<file path="src/rtl/ir_pkg.sv">
// Shared definitions for the IR chirp timer and the TV-code sequencer:
// timer state encoding and default widths/prescale shared by both blocks.
package ir_pkg;

    // Default width of a delay value, in prescaled ticks
    localparam int IR_DELAY_BITS = 16;

    // Default width of the carrier half-period value
    localparam int IR_CTC_BITS = 8;

    // Default clocks per delay tick (10 us at 12 MHz)
    localparam int IR_TICK_DIV = 120;

    // Delay timer states
    typedef enum logic {
        T_IDLE = 1'b0,
        T_RUN  = 1'b1
    } timer_state_e;

endpackage

</file>
<file path="src/rtl/ir_carrier_gen.sv">
// Carrier generator: latches the half-period value, runs the half-period
// counter and toggles the raw carrier at each half-period boundary.
module ir_carrier_gen
    import ir_pkg::*;
#(
    parameter int CTC_BITS = IR_CTC_BITS
) (
    input  logic                clock_in,
    input  logic                reset_n_in,
    input  logic                ctc_enable_in,
    input  logic                ctc_wr_strobe_in,
    input  logic [CTC_BITS-1:0] ctc_value_in,
    output logic                carrier_out
);

    logic [CTC_BITS-1:0] period_q, period_d;
    logic [CTC_BITS-1:0] half_q, half_d;
    logic                carrier_q, carrier_d;

    // Period latch and half-counter next state; a smaller new period is caught by the >= compare
    always_comb begin
        period_d  = period_q;
        half_d    = half_q;
        carrier_d = carrier_q;
        if (ctc_wr_strobe_in) begin
            period_d = ctc_value_in;
        end
        if (!ctc_enable_in) begin
            half_d    = '0;
            carrier_d = 1'b1;
        end else if (half_q >= period_q) begin
            half_d    = '0;
            carrier_d = ~carrier_q;
        end else begin
            half_d = half_q + CTC_BITS'(1);
        end
    end

    // Carrier state registers; carrier idles high so each burst opens with a full high half
    always_ff @(posedge clock_in or negedge reset_n_in) begin
        if (!reset_n_in) begin
            period_q  <= '0;
            half_q    <= '0;
            carrier_q <= 1'b1;
        end else begin
            period_q  <= period_d;
            half_q    <= half_d;
            carrier_q <= carrier_d;
        end
    end

    assign carrier_out = carrier_q;

endmodule

</file>
<file path="src/rtl/ir_chirp_timer.sv">
// IR chirp timer: times each on/off chirp in prescaled ticks and drives the
// IR LED from the modulated carrier. Optional macro IR_ACTIVE_LOW_EN inverts
// ir_out (idle level 1) for sink-driven LEDs.
module ir_chirp_timer
    import ir_pkg::*;
#(
    parameter int DELAY_BITS = IR_DELAY_BITS,
    parameter int CTC_BITS   = IR_CTC_BITS,
    parameter int TICK_DIV   = IR_TICK_DIV
) (
    input  logic                  clock_in,
    input  logic                  reset_n_in,
    input  logic                  ctc_enable_in,
    input  logic                  ctc_forced_in,
    input  logic                  ctc_wr_strobe_in,
    input  logic [CTC_BITS-1:0]   ctc_value_in,
    input  logic                  delay_enable_in,
    input  logic                  delay_start_strobe_in,
    input  logic [DELAY_BITS-1:0] delay_value_in,
    output logic                  delay_busy_out,
    output logic                  ir_out
);

    localparam int PRE_W = (TICK_DIV > 2) ? $clog2(TICK_DIV) : 1;
    localparam logic [PRE_W-1:0] TICK_LAST = PRE_W'(TICK_DIV - 1);

`ifdef IR_ACTIVE_LOW_EN
    localparam logic IR_IDLE = 1'b1;
`else
    localparam logic IR_IDLE = 1'b0;
`endif

    timer_state_e          state_q, state_d;
    logic [DELAY_BITS-1:0] count_q, count_d;
    logic [PRE_W-1:0]      prescaler_q, prescaler_d;
    logic                  busy_q, busy_d;
    logic                  ir_q, ir_d;
    logic                  carrier;

    ir_carrier_gen #(
        .CTC_BITS(CTC_BITS)
    ) u_carrier (
        .clock_in        (clock_in),
        .reset_n_in      (reset_n_in),
        .ctc_enable_in   (ctc_enable_in),
        .ctc_wr_strobe_in(ctc_wr_strobe_in),
        .ctc_value_in    (ctc_value_in),
        .carrier_out     (carrier)
    );

    // Delay FSM next state; the last tick exits on the wrap that takes count to zero
    always_comb begin
        state_d     = state_q;
        count_d     = count_q;
        prescaler_d = prescaler_q;
        case (state_q)
            T_IDLE: begin
                if (delay_enable_in && delay_start_strobe_in) begin
                    state_d     = T_RUN;
                    count_d     = delay_value_in;
                    prescaler_d = '0;
                end
            end
            T_RUN: begin
                if (!delay_enable_in) begin
                    state_d     = T_IDLE;
                    count_d     = '0;
                    prescaler_d = '0;
                end else if (count_q == '0) begin
                    state_d     = T_IDLE;
                    prescaler_d = '0;
                end else if (prescaler_q == TICK_LAST) begin
                    prescaler_d = '0;
                    count_d     = count_q - DELAY_BITS'(1);
                    if (count_q == DELAY_BITS'(1)) begin
                        state_d = T_IDLE;
                    end
                end else begin
                    prescaler_d = prescaler_q + PRE_W'(1);
                end
            end
            default: begin
                state_d     = T_IDLE;
                count_d     = '0;
                prescaler_d = '0;
            end
        endcase
    end

    // Output decode; forced drive wins over the modulated carrier
    always_comb begin
        busy_d = (state_d == T_RUN);
        ir_d   = ctc_forced_in ? 1'b1 : (ctc_enable_in ? carrier : 1'b0);
`ifdef IR_ACTIVE_LOW_EN
        ir_d   = ~ir_d;
`endif
    end

    // Timer state and registered outputs
    always_ff @(posedge clock_in or negedge reset_n_in) begin
        if (!reset_n_in) begin
            state_q     <= T_IDLE;
            count_q     <= '0;
            prescaler_q <= '0;
            busy_q      <= 1'b0;
            ir_q        <= IR_IDLE;
        end else begin
            state_q     <= state_d;
            count_q     <= count_d;
            prescaler_q <= prescaler_d;
            busy_q      <= busy_d;
            ir_q        <= ir_d;
        end
    end

    assign delay_busy_out = busy_q;
    assign ir_out         = ir_q;

endmodule

</file>
<file path="config.mk">
export PLATFORM = sky130hd
export DESIGN_NAME = ir_chirp_timer
export DESIGN_NICKNAME = d
export VERILOG_FILES = /design/src/rtl/ir_pkg.sv /design/src/rtl/ir_carrier_gen.sv /design/src/rtl/ir_chirp_timer.sv
export SDC_FILE = /design/constraint.sdc
export NUM_CORES = 1
export LEC_CHECK = 0
export ABC_CLOCK_PERIOD_IN_PS = 2000
export BUFFER_PORTS_ARGS = -buffer_cell sky130_fd_sc_hd__buf_2
export CAP_MARGIN = 20
export CORE_MARGIN = 3
export CORE_UTILIZATION = 52
export CTS_CLUSTER_SIZE = 25
export DETAILED_ROUTE_END_ITERATION = 6
export GPL_ROUTABILITY_DRIVEN = 0
export GPL_TIMING_DRIVEN = 0
export PLACE_DENSITY = 0.73
export SLEW_MARGIN = 5
export SYNTH_ARGS = -nofsm -noshare
export SYNTH_HDL_FRONTEND = slang
export SYNTH_SLANG_ARGS = --single-unit
export TNS_END_PERCENT = 10
</file>
<file path="constraint.sdc">
create_clock -name clock_in -period 2 [get_ports clock_in]
set_clock_uncertainty 0.05 [all_clocks]
set_input_delay 0.1 -clock clock_in [delete_from_list [all_inputs] [get_ports clock_in]]
set_output_delay 0.1 -clock clock_in [all_outputs]
set_load 0.05 [all_outputs]
</file>
==> impl_metrics.toml <==
[logic_synthesis]
ys_ff_latch = 42
synthCells = 263
synth_nets = 306
synth_edf_count = 0
async_flop_share_pct = 100
ys_types = 60
synth_ff_type = "dfrtp_1"
synthesis.area_mm2 = 0.00248
synth_warnings = 0
seq_area_frac_synth_pct = 42.5
syn_avg_cell_area_um2 = 9.42

[min_path]
min-delay-path-class = "in -> reg"

[clock_tree]
path_clk_slew_ns = 0.09
htree_levels = 2
cts_buffers = 5
root_buffer = "clkbuf_8"
insertion_delay_ns = 0.30
clock_path_buffers = 2
clkSinkCount = 42
cts_tree = "done"

[worst_setup_path]
cp_data_required_time_ns = 2.17
cpLargestDelayFamily = "simple AND/OR/NAND/NOR gates"
end_kind = "flop"
path_class = "reg -> reg"
cp_slowest_stage_delay_ns = 0.63
crit_path_start_kind = "flop"
path_max_fanout = 6
worstPathArrival_ns = 2.24
cp_cell_sequence = "or4_1 > nor2_1 > a32oi_1 > o21ba_4 > a21oi_2"
crit_buf_inv = 0
critPathSlowestCell = "or4_1"

[die]
dieArea_mm2 = 0.00563
core_area_mm2 = 0.00447
ios = 33
start_util_pct = 55.4
die_h_um = 75.0
fp-row-count = 24
die_x_um = 75.0

[sta]
worst_pin_slew_ns = 0.921
final_max_slew_viol_count = 0
hold_viol_final = 0
setup_ws_ns = -0.0686
rsz0062_at_grt = "yes"
fin_crit_ns = 2.07
max_slew_margin_pct = 38.6
setup_viol = 3
period_share_pct = 103
max_freq_mhz = 483

[run]
cap_violations = 0

[power_and_ir_drop]
ir_drop_v = 0.000452
switching_share_pct = 33.7
p_seq_share_pct = 46.5
p_total_mw = 2.29
p_per_area_mw_per_mm2 = 729
p_leak_nw = 1.43
p_clk_share_pct = 25.3
p_comb_share_pct = 28.2
internal_power_mw = 1.52
switchingPower_mw = 0.771

[global_routing]
grt_use_met3_pct = 5.34
grt.busiest_layer = "met2"
grt-ovfl-total = 0
grt_use_total_pct = 22.6
grtUsageMet2_pct = 34.8
grt_pass1_wl_mm = 9.70
grt_pass1_vias = 2173
gr-usage-met1_pct = 30.8
grt_max_degree = 43
antenna_found_initial = 0

[layout]
finalNonFillerCells = 379
syn_to_final_growth_pct = 26.7
num-nets-final = 369
multiInputGateArea_mm2 = 0.00144
drive_gt1_share_pct = 26.9
num_antenna_cells = 0
seqCellArea_mm2 = 0.00105
fill_cells = 317
final_util_pct = 70.2

[routing]
ant_nets = 0
drc = 0
wirelength_mm = 6.03
drt_first_iter_violations = 245
route.vias.total = 2271
wire_per_inst_um = 15.9
viasPerCell = 5.99
dr.pass1.iters = 5

[placement]
io_buffers = 31
hpwlAfterDp_mm = 3.97
placedCellCount = 346
dp_worst_setup_slack_ns = -0.321

[run_status]
run_status = "finished, violations left"
violations = "negative setup slack"
[worst min-delay path, stage by stage]
cell     delay [ns]
buf_2          0.08
a32oi_1        0.09
nand2_1        0.06
[worst paths after layout]
check | slack (ns) | cells after the start | from | end
worst max-delay path | -0.07 | 5 | count_q[6]$_DFFE_PN0P_ | count_q[11]$_DFFE_PN0P_
worst min-delay path | 0.01 | 3 | delay_value_in[0] | count_q[0]$_DFFE_PN0P_
worst max register to register | -0.07 | 5 | count_q[6]$_DFFE_PN0P_ | count_q[11]$_DFFE_PN0P_
worst min register to register | 0.48 | 1 | prescaler_q[6]$_DFFE_PN0P_ | prescaler_q[6]$_DFFE_PN0P_
max in group asynchronous | 0.86 | 2 | reset_n_in | delay_busy_out$_DFF_PN0_
min in group asynchronous | 0.42 | 2 | reset_n_in | count_q[5]$_DFFE_PN0P_
[stage by stage]
stage	instance area, um2	hold WS [ns]	TNS [ns]
after floorplan	2480	-0.246	-0.0146
after global placement	2700	0.237	-5.06
after detailed placement	2700	0.242	-5.05
after CTS	3070	0.0104	-0.000129
after global routing	3140	0.0164	-1.30
final	3140	0.0114	-0.110
[metal layers]
layer / wire length [um] / part of all wire (%) / vias up
met5: 0 / 0 / -
met4: 85 / 1.4 / 0
li1: - / - / 1102
met3: 380 / 6.3 / 11
met1: 2780 / 46 / 1071
met2: 2780 / 46 / 87
[cells in the mapped netlist (3+ instances only)]
library cell / instances / area, um2
clkbuf_1: 3 / 11.3
a31oi_1: 4 / 25.0
o21ai_0: 17 / 85.1
dfrtp_1: 41 / 1030
a22o_1: 4 / 35.0
a21o_1: 3 / 22.5
nand3_1: 14 / 70.1
a32o_1: 6 / 60.1
a32oi_1: 3 / 26.3
inv_1: 16 / 60.1
and3_1: 3 / 18.8
nor3_1: 7 / 35.0
ha_1: 12 / 150
xor2_1: 5 / 43.8
a21oi_1: 11 / 55.1
nand4_1: 4 / 25.0
nor2_1: 23 / 86.3
nand2_1: 29 / 109
[kinds of logic (layout without fill, tap and decap cells)]
logic type                 count (synthesis)  count (layout)  share of synthesized area [%]
xor gates and xnor gates                   6               6                           2.12
AOI/OAI and AO/OA                         70              70                           19.6
DFF                                       42              42                           42.5
muxes                                      3               3                           1.31
and+or+nand+nor                          107             107                           24.2
adders and majority gates                 12              12                           6.06
buffers and inverters                     23              87                           4.19
[timing repair]
action,in CTS,in global routing
hold buffers,10,0
pin swaps,7,10
resized for setup,16,12
endpoints found under the setup margin,24,22
setup buffers,10,5
endpoints found under the hold margin,50,0
[cells in the final DEF (no fill, tap or decap), drive strengths merged, types with 3 or more instances in the layout]
cell	n
a21o	3
and3	3
dlygate4sd3	10
a21oi	13
nor2	23
a31oi	4
a22o	4
buf	49
nand2	29
a32oi	3
nand3	14
dfrtp	41
nand4	5
or3	3
xor2	5
o21ai	19
inv	16
clkbuf	10
nor4	4
nor3	9
ha	12
a32o	6
[power by group through the flow]
stage	logic [mW]	registers [mW]	clock network (mW)
2_1_floorplan	0.347	1.05	0
3_3_place_gp	0.486	1.06	0
3_5_place_dp	0.494	1.06	0
4_1_cts	0.594	1.06	0.586
5_1_grt	0.716	1.08	0.625
6_report	0.647	1.06	0.580
[layout make-up]
type,count,area share [%]
clock buffers,6,2.63
repair buffers,56,12.1
well taps,52,2.07
flip-flops and latches,42,33.5
inverters,16,1.91
clock inverters,2,0.398
plain buffers,7,1.43
multi-input cells,198,45.9
[flip-flops by register name (all words and copies together) (netlist names)]
signal and count:
count_q 16, prescaler_q 7, delay_busy_out 1, u_carrier.period_q 8
u_carrier.carrier_out 1, u_carrier.half_q 8, ir_out 1
Power figures use the tool's default switching activity.
